$ cat src/rtl/spi_pkg.sv
// Shared SPI definitions: FSM states, default word width and
// the mode-0 / MSB-first framing constants used with SPI_driver.
package spi_pkg;

  typedef enum logic {
    IDLE   = 1'b0,
    ACTIVE = 1'b1
  } spi_state_e;

  localparam int SPI_DATA_W = 8;

  localparam bit SPI_MSB_FIRST = 1'b1;
  localparam bit SPI_CPOL      = 1'b0;
  localparam bit SPI_CPHA      = 1'b0;

endpackage

$ cat src/rtl/spi_sync_edge.sv
// Multi-flop synchronizer for one SPI pin, plus rise/fall
// detection against one extra delayed copy of the synced value.
module spi_sync_edge #(
  parameter int SYNC_STAGES = 2
) (
  input  logic clk,
  input  logic rst,
  input  logic d_i,
  output logic q_o,
  output logic rise_o,
  output logic fall_o
);

  logic [SYNC_STAGES-1:0] sync_q;
  logic                   prev_q;

  always_ff @(posedge clk or negedge rst) begin
    if (!rst) begin
      sync_q <= '0;
      prev_q <= 1'b0;
    end else begin
      sync_q <= {sync_q[SYNC_STAGES-2:0], d_i};
      prev_q <= sync_q[SYNC_STAGES-1];
    end
  end

  assign q_o    = sync_q[SYNC_STAGES-1];
  assign rise_o = sync_q[SYNC_STAGES-1] & ~prev_q;
  assign fall_o = ~sync_q[SYNC_STAGES-1] & prev_q;

endmodule

$ cat src/rtl/spi_peripheral.sv
// Mode-0, MSB-first SPI target with oversampled pins, a one-word
// receive strobe and a single-entry valid/ready transmit buffer.
module spi_peripheral
  import spi_pkg::*;
#(
  parameter int DATA_W      = SPI_DATA_W,
  parameter int SYNC_STAGES = 2
) (
  input  logic              clk,
  input  logic              rst,
  input  logic              SPI_CLK,
  input  logic              SPI_EN,
  input  logic              SPI_MOSI,
  output logic              SPI_MISO,
  input  logic [DATA_W-1:0] tx_data,
  input  logic              tx_valid,
  output logic              tx_ready,
  output logic [DATA_W-1:0] rx_data,
  output logic              rx_valid,
  output logic              busy,
  output logic              underrun
);

  localparam int CNT_W = $clog2(DATA_W + 1);

  logic sclk_rise, sclk_fall;
  logic en_rise, en_fall;
  logic mosi_s;

  spi_sync_edge #(.SYNC_STAGES(SYNC_STAGES)) u_sclk (
    .clk(clk), .rst(rst), .d_i(SPI_CLK),
    .q_o(), .rise_o(sclk_rise), .fall_o(sclk_fall)
  );

  spi_sync_edge #(.SYNC_STAGES(SYNC_STAGES)) u_en (
    .clk(clk), .rst(rst), .d_i(SPI_EN),
    .q_o(), .rise_o(en_rise), .fall_o(en_fall)
  );

  spi_sync_edge #(.SYNC_STAGES(SYNC_STAGES)) u_mosi (
    .clk(clk), .rst(rst), .d_i(SPI_MOSI),
    .q_o(mosi_s), .rise_o(), .fall_o()
  );

  spi_state_e        state_q, state_d;
  logic [CNT_W-1:0]  bit_cnt_q, bit_cnt_d;
  logic [DATA_W-1:0] rx_shift_q, rx_shift_d;
  logic [DATA_W-1:0] tx_shift_q, tx_shift_d;
  logic [DATA_W-1:0] buf_q, buf_d;
  logic              buf_full_q, buf_full_d;
  logic [DATA_W-1:0] rx_data_q, rx_data_d;
  logic              rx_valid_q, rx_valid_d;
  logic              underrun_q, underrun_d;
  logic              miso_q, miso_d;
  logic              load_tx;
  logic [DATA_W-1:0] rx_next;

  assign rx_next = {rx_shift_q[DATA_W-2:0], mosi_s};

  always_comb begin
    state_d    = state_q;
    bit_cnt_d  = bit_cnt_q;
    rx_shift_d = rx_shift_q;
    tx_shift_d = tx_shift_q;
    buf_d      = buf_q;
    buf_full_d = buf_full_q;
    rx_data_d  = rx_data_q;
    rx_valid_d = 1'b0;
    underrun_d = 1'b0;
    load_tx    = 1'b0;

    unique case (state_q)
      IDLE: begin
        if (en_rise) begin
          state_d   = ACTIVE;
          bit_cnt_d = '0;
          load_tx   = 1'b1;
        end
      end
      ACTIVE: begin
        if (sclk_rise) begin
          rx_shift_d = rx_next;
          if (bit_cnt_q == CNT_W'(DATA_W - 1)) begin
            rx_data_d  = rx_next;
            rx_valid_d = 1'b1;
            bit_cnt_d  = '0;
          end else begin
            bit_cnt_d = bit_cnt_q + 1'b1;
          end
        end else if (sclk_fall) begin
          if (bit_cnt_q != '0) tx_shift_d = tx_shift_q << 1;
          else                 load_tx    = 1'b1;
        end
        // select drop wins over a coincident reload
        if (en_fall) begin
          state_d   = IDLE;
          bit_cnt_d = '0;
          load_tx   = 1'b0;
        end
      end
      default: ;
    endcase

    if (load_tx) begin
      if (buf_full_q) begin
        tx_shift_d = buf_q;
        buf_full_d = 1'b0;
      end else begin
        tx_shift_d = '0;
        underrun_d = 1'b1;
      end
    end

    if (tx_valid && !buf_full_q) begin
      buf_d      = tx_data;
      buf_full_d = 1'b1;
    end

    miso_d = (state_d == ACTIVE) ? tx_shift_d[DATA_W-1] : 1'b0;
  end

  always_ff @(posedge clk or negedge rst) begin
    if (!rst) begin
      state_q    <= IDLE;
      bit_cnt_q  <= '0;
      rx_shift_q <= '0;
      tx_shift_q <= '0;
      buf_q      <= '0;
      buf_full_q <= 1'b0;
      rx_data_q  <= '0;
      rx_valid_q <= 1'b0;
      underrun_q <= 1'b0;
      miso_q     <= 1'b0;
    end else begin
      state_q    <= state_d;
      bit_cnt_q  <= bit_cnt_d;
      rx_shift_q <= rx_shift_d;
      tx_shift_q <= tx_shift_d;
      buf_q      <= buf_d;
      buf_full_q <= buf_full_d;
      rx_data_q  <= rx_data_d;
      rx_valid_q <= rx_valid_d;
      underrun_q <= underrun_d;
      miso_q     <= miso_d;
    end
  end

  assign SPI_MISO = miso_q;
  assign tx_ready = ~buf_full_q;
  assign rx_data  = rx_data_q;
  assign rx_valid = rx_valid_q;
  assign busy     = (state_q == ACTIVE);
  assign underrun = underrun_q;

endmodule

$ cat config.mk
export PLATFORM = sky130hd
export DESIGN_NAME = spi_peripheral
export DESIGN_NICKNAME = d
export VERILOG_FILES = /design/src/rtl/spi_pkg.sv /design/src/rtl/spi_sync_edge.sv /design/src/rtl/spi_peripheral.sv
export SDC_FILE = /design/constraint.sdc
export NUM_CORES = 1
export LEC_CHECK = 0
export CORE_ASPECT_RATIO = 0.8
export CORE_MARGIN = 3
export CORE_UTILIZATION = 35
export DETAILED_ROUTE_END_ITERATION = 6
export DONT_BUFFER_PORTS = 1
export PLACE_DENSITY_LB_ADDON = 0.3
export SKIP_CTS_REPAIR_TIMING = 1
export SLEW_MARGIN = 20
export SYNTH_ARGS = -nofsm -noshare
export SYNTH_HDL_FRONTEND = slang
export SYNTH_HIERARCHICAL = 1
export SYNTH_SLANG_ARGS = --single-unit
$ cat constraint.sdc
create_clock -name clk -period 2.6 [get_ports clk]
set_clock_uncertainty 0.2 [all_clocks]
set_input_delay 0.26 -clock clk [delete_from_list [all_inputs] [get_ports clk]]
set_output_delay 0.26 -clock clk [all_outputs]
set_load 0.01 [all_outputs]
==> metrics.md <==
| Metric | Value |
|---|---|
| Final TNS setup | `0 ns` |
| Reg2Reg Setup Slack | `0.41 ns` |
| TritonCTS clock tree | `yes` |
| Post-Route WL | `3290 microns` |
| Reg-to-reg critical path startpoint | `bit_cnt_q[0]` |
| Pwr Density | `806 nW/um^2` |
| Vias/cell | `4.89` |
| Slew @ Worst Pin | `0.532 ns` |
| Clk sinks | `48` |
| Crit end category | `flip-flop` |
| I/O pins | `27` |
| Max Cap Viol | `0` |
| # DRC | `0` |
| Critical-path top delay cell | `nor2b_1` |
| Worst rel slew slack | `64.5%` |
| Core area | `5210 sq um` |
| Clk_lat worst skew | `0.29 ns` |
| Nets | `178` |
| CP Max Fanout | `7` |
| Crit share post-route | `84.1%` |
| Tot GR Track Use | `10.5%` |
| Final Critical Period | `2.19 ns` |
| CP top delay family | `simple AND/OR/NAND/NOR gates` |
| DRT Pass-1 Iters | `4` |
| Worst Path Required | `2.59 ns` |
| Crit path launch type | `flip-flop` |
| CP cell instances | `inv_1, ha_1, or3b_4, nor2b_1, mux2i_1, a221oi_1` |
| Vias in the first global route | `1144` |
| FILL cells | `467` |
| Iteration-0 DRC count of the detailed router | `89` |
| Total placed cells including tap cells | `217` |
| First-pass GRT wire length | `5460 microns` |
| Clk buf depth | `2` |
| Max-slew violations | `0` |
| Clk slew on worst S/H paths | `0.08 ns` |
| Grt peak-use layer | `met2` |
| Post-synthesis average cell area | `13.6 sq um` |
| RSZ-0062 raised after global routing | `no` |
| Peak supply drop | `0.245 mV` |
| DR WL/cell | `14.0 microns` |
| Status | `finished, final reports clean` |
| F_max | `0.457 GHz` |
| Root Driver | `clkbuf_8` |
| Largest net degree at the start of global routing | `49` |
| I/O Buffers | `0` |
| Syn_nets | `161` |
| Antenna violations before repair | `0` |
| Post-Syn Instances | `145` |
| Post-route ant nets | `0` |
| Leakage | `1.04 nW` |
| Setup crit end | `SPI_MISO` |
| FP Rows | `23` |
| Critical Path AT | `2.17 ns` |
| Crit path launch | `bit_cnt_q[0]` |
| Synthesized cell area | `1970 sq um` |
| Critical path buffers and inverters | `1` |
| Worst r2r path cells | `6` |
| M3 GR Usage | `3.51%` |
| GR Util met2 | `16.7%` |
| Worst path max stage delay | `0.46 ns` |
| DPL Wire Length | `2330 microns` |
| Endpoints failing setup | `0` |
| Area growth from synthesis to layout | `15.2%` |
| Initial core utilization | `37.8%` |
| Die Ht | `73.1 microns` |
| Syn. warnings | `6` |
| Number of CTS-inserted buffers | `5` |
| Crit path depth | `6` |
| Chip width | `89.8 microns` |
| Final GP Congestion | `0.723` |
| Via count | `1149` |
| H-tree depth | `2` |
| Hold Crit Class | `flip-flop to flip-flop` |
| Global route overflow | `0` |
| Crit Path Class | `flip-flop to flip-flop` |
| Ratio of cells with drive above 1 in the final layout | `23.8%` |
| Worst R2R End | `SPI_MISO` |
| Ant diodes | `0` |
| Hold_ws | `0.151 ns` |
| Final cell count without fillers | `235` |
| Full die area | `6560 sq um` |
| Final hold viol count | `0` |
| Met1 Use GR | `13.2%` |
how the worst min path moves through the flow:
| stage | slack (ns) | cells past startpoint | end | from |
|---|---|---|---|---|
| 2_1_floorplan | -0.24 | 0 | SPI_MISO | rst |
| 5_1_grt | 0.16 | 0 | u_en/sync_q[1] | u_en/sync_q[0] |
| 3_5_place_dp | -0.23 | 0 | rx_data[6] | rst |
| 3_3_place_gp | -0.23 | 0 | rx_data[6] | rst |
| 6_report | 0.15 | 0 | u_sclk/sync_q[1] | u_sclk/sync_q[0] |
| 4_1_cts | -0.55 | 0 | buf_q[5] | rst |
placed cells by master, fill, tap and decap left out, drive strengths merged, types with 2 or more instances in the layout:
cell         instances
dfrtp               48
inv                  5
dlygate4sd3         12
buf                  4
clkbuf               5
a21oi                9
and2b                2
a32oi                6
nand2b               2
nor2                 9
o21ai                6
ha                   2
mux2                23
nor2b                4
nand2                9
mux2i                2
cell type report:
type                    instances  area [sq um]  share of cell area (%)
multi-input cells              86           714                    31.5
repair buffers                 16           170                    7.51
well taps                      75          93.8                    4.14
clock buffers                   5          68.8                    3.04
inverters                       5          18.8                   0.828
flip-flops and latches         48          1200                    53.0
routing by layer:
layer | vias up | share of wire [%]
li1 | 539 | -
met1 | 576 | 45
met3 | 4 | 4.3
met2 | 30 | 49
met4 | 0 | 0.94
met5 | - | 0
stage by stage:
step	area (sq um)	power, W	util [%]	worst slack [ns]
4_1_cts	2120	0.00181	40.7	0.397
3_5_place_dp	2050	0.00143	39.4	0.411
6_report	2270	0.00183	43.5	0.413
3_3_place_gp	2050	0.00139	39.4	0.552
2_1_floorplan	1970	0.00133	-	0.649
5_1_grt	2270	0.00194	43.5	0.306
power by group:
part	switching (W)	internal, W
registers	0.000148	0.000936
clock network	0.000215	0.000174
logic	0.000155	0.000200
total	0.000518	0.00131
registers in the layout (all words and copies together), names as in the netlist:
name and flops:
buf_q 8, rx_data 8, tx_shift_q 8, rx_shift_q 7
bit_cnt_q 4, u_en/sync_q 2, u_mosi/sync_q 2, u_sclk/sync_q 2
SPI_MISO 1, buf_full_q 1, busy 1, rx_valid 1
u_en/prev_q 1, u_sclk/prev_q 1, underrun 1
Note: power is estimated with default switching activity, not from simulation.
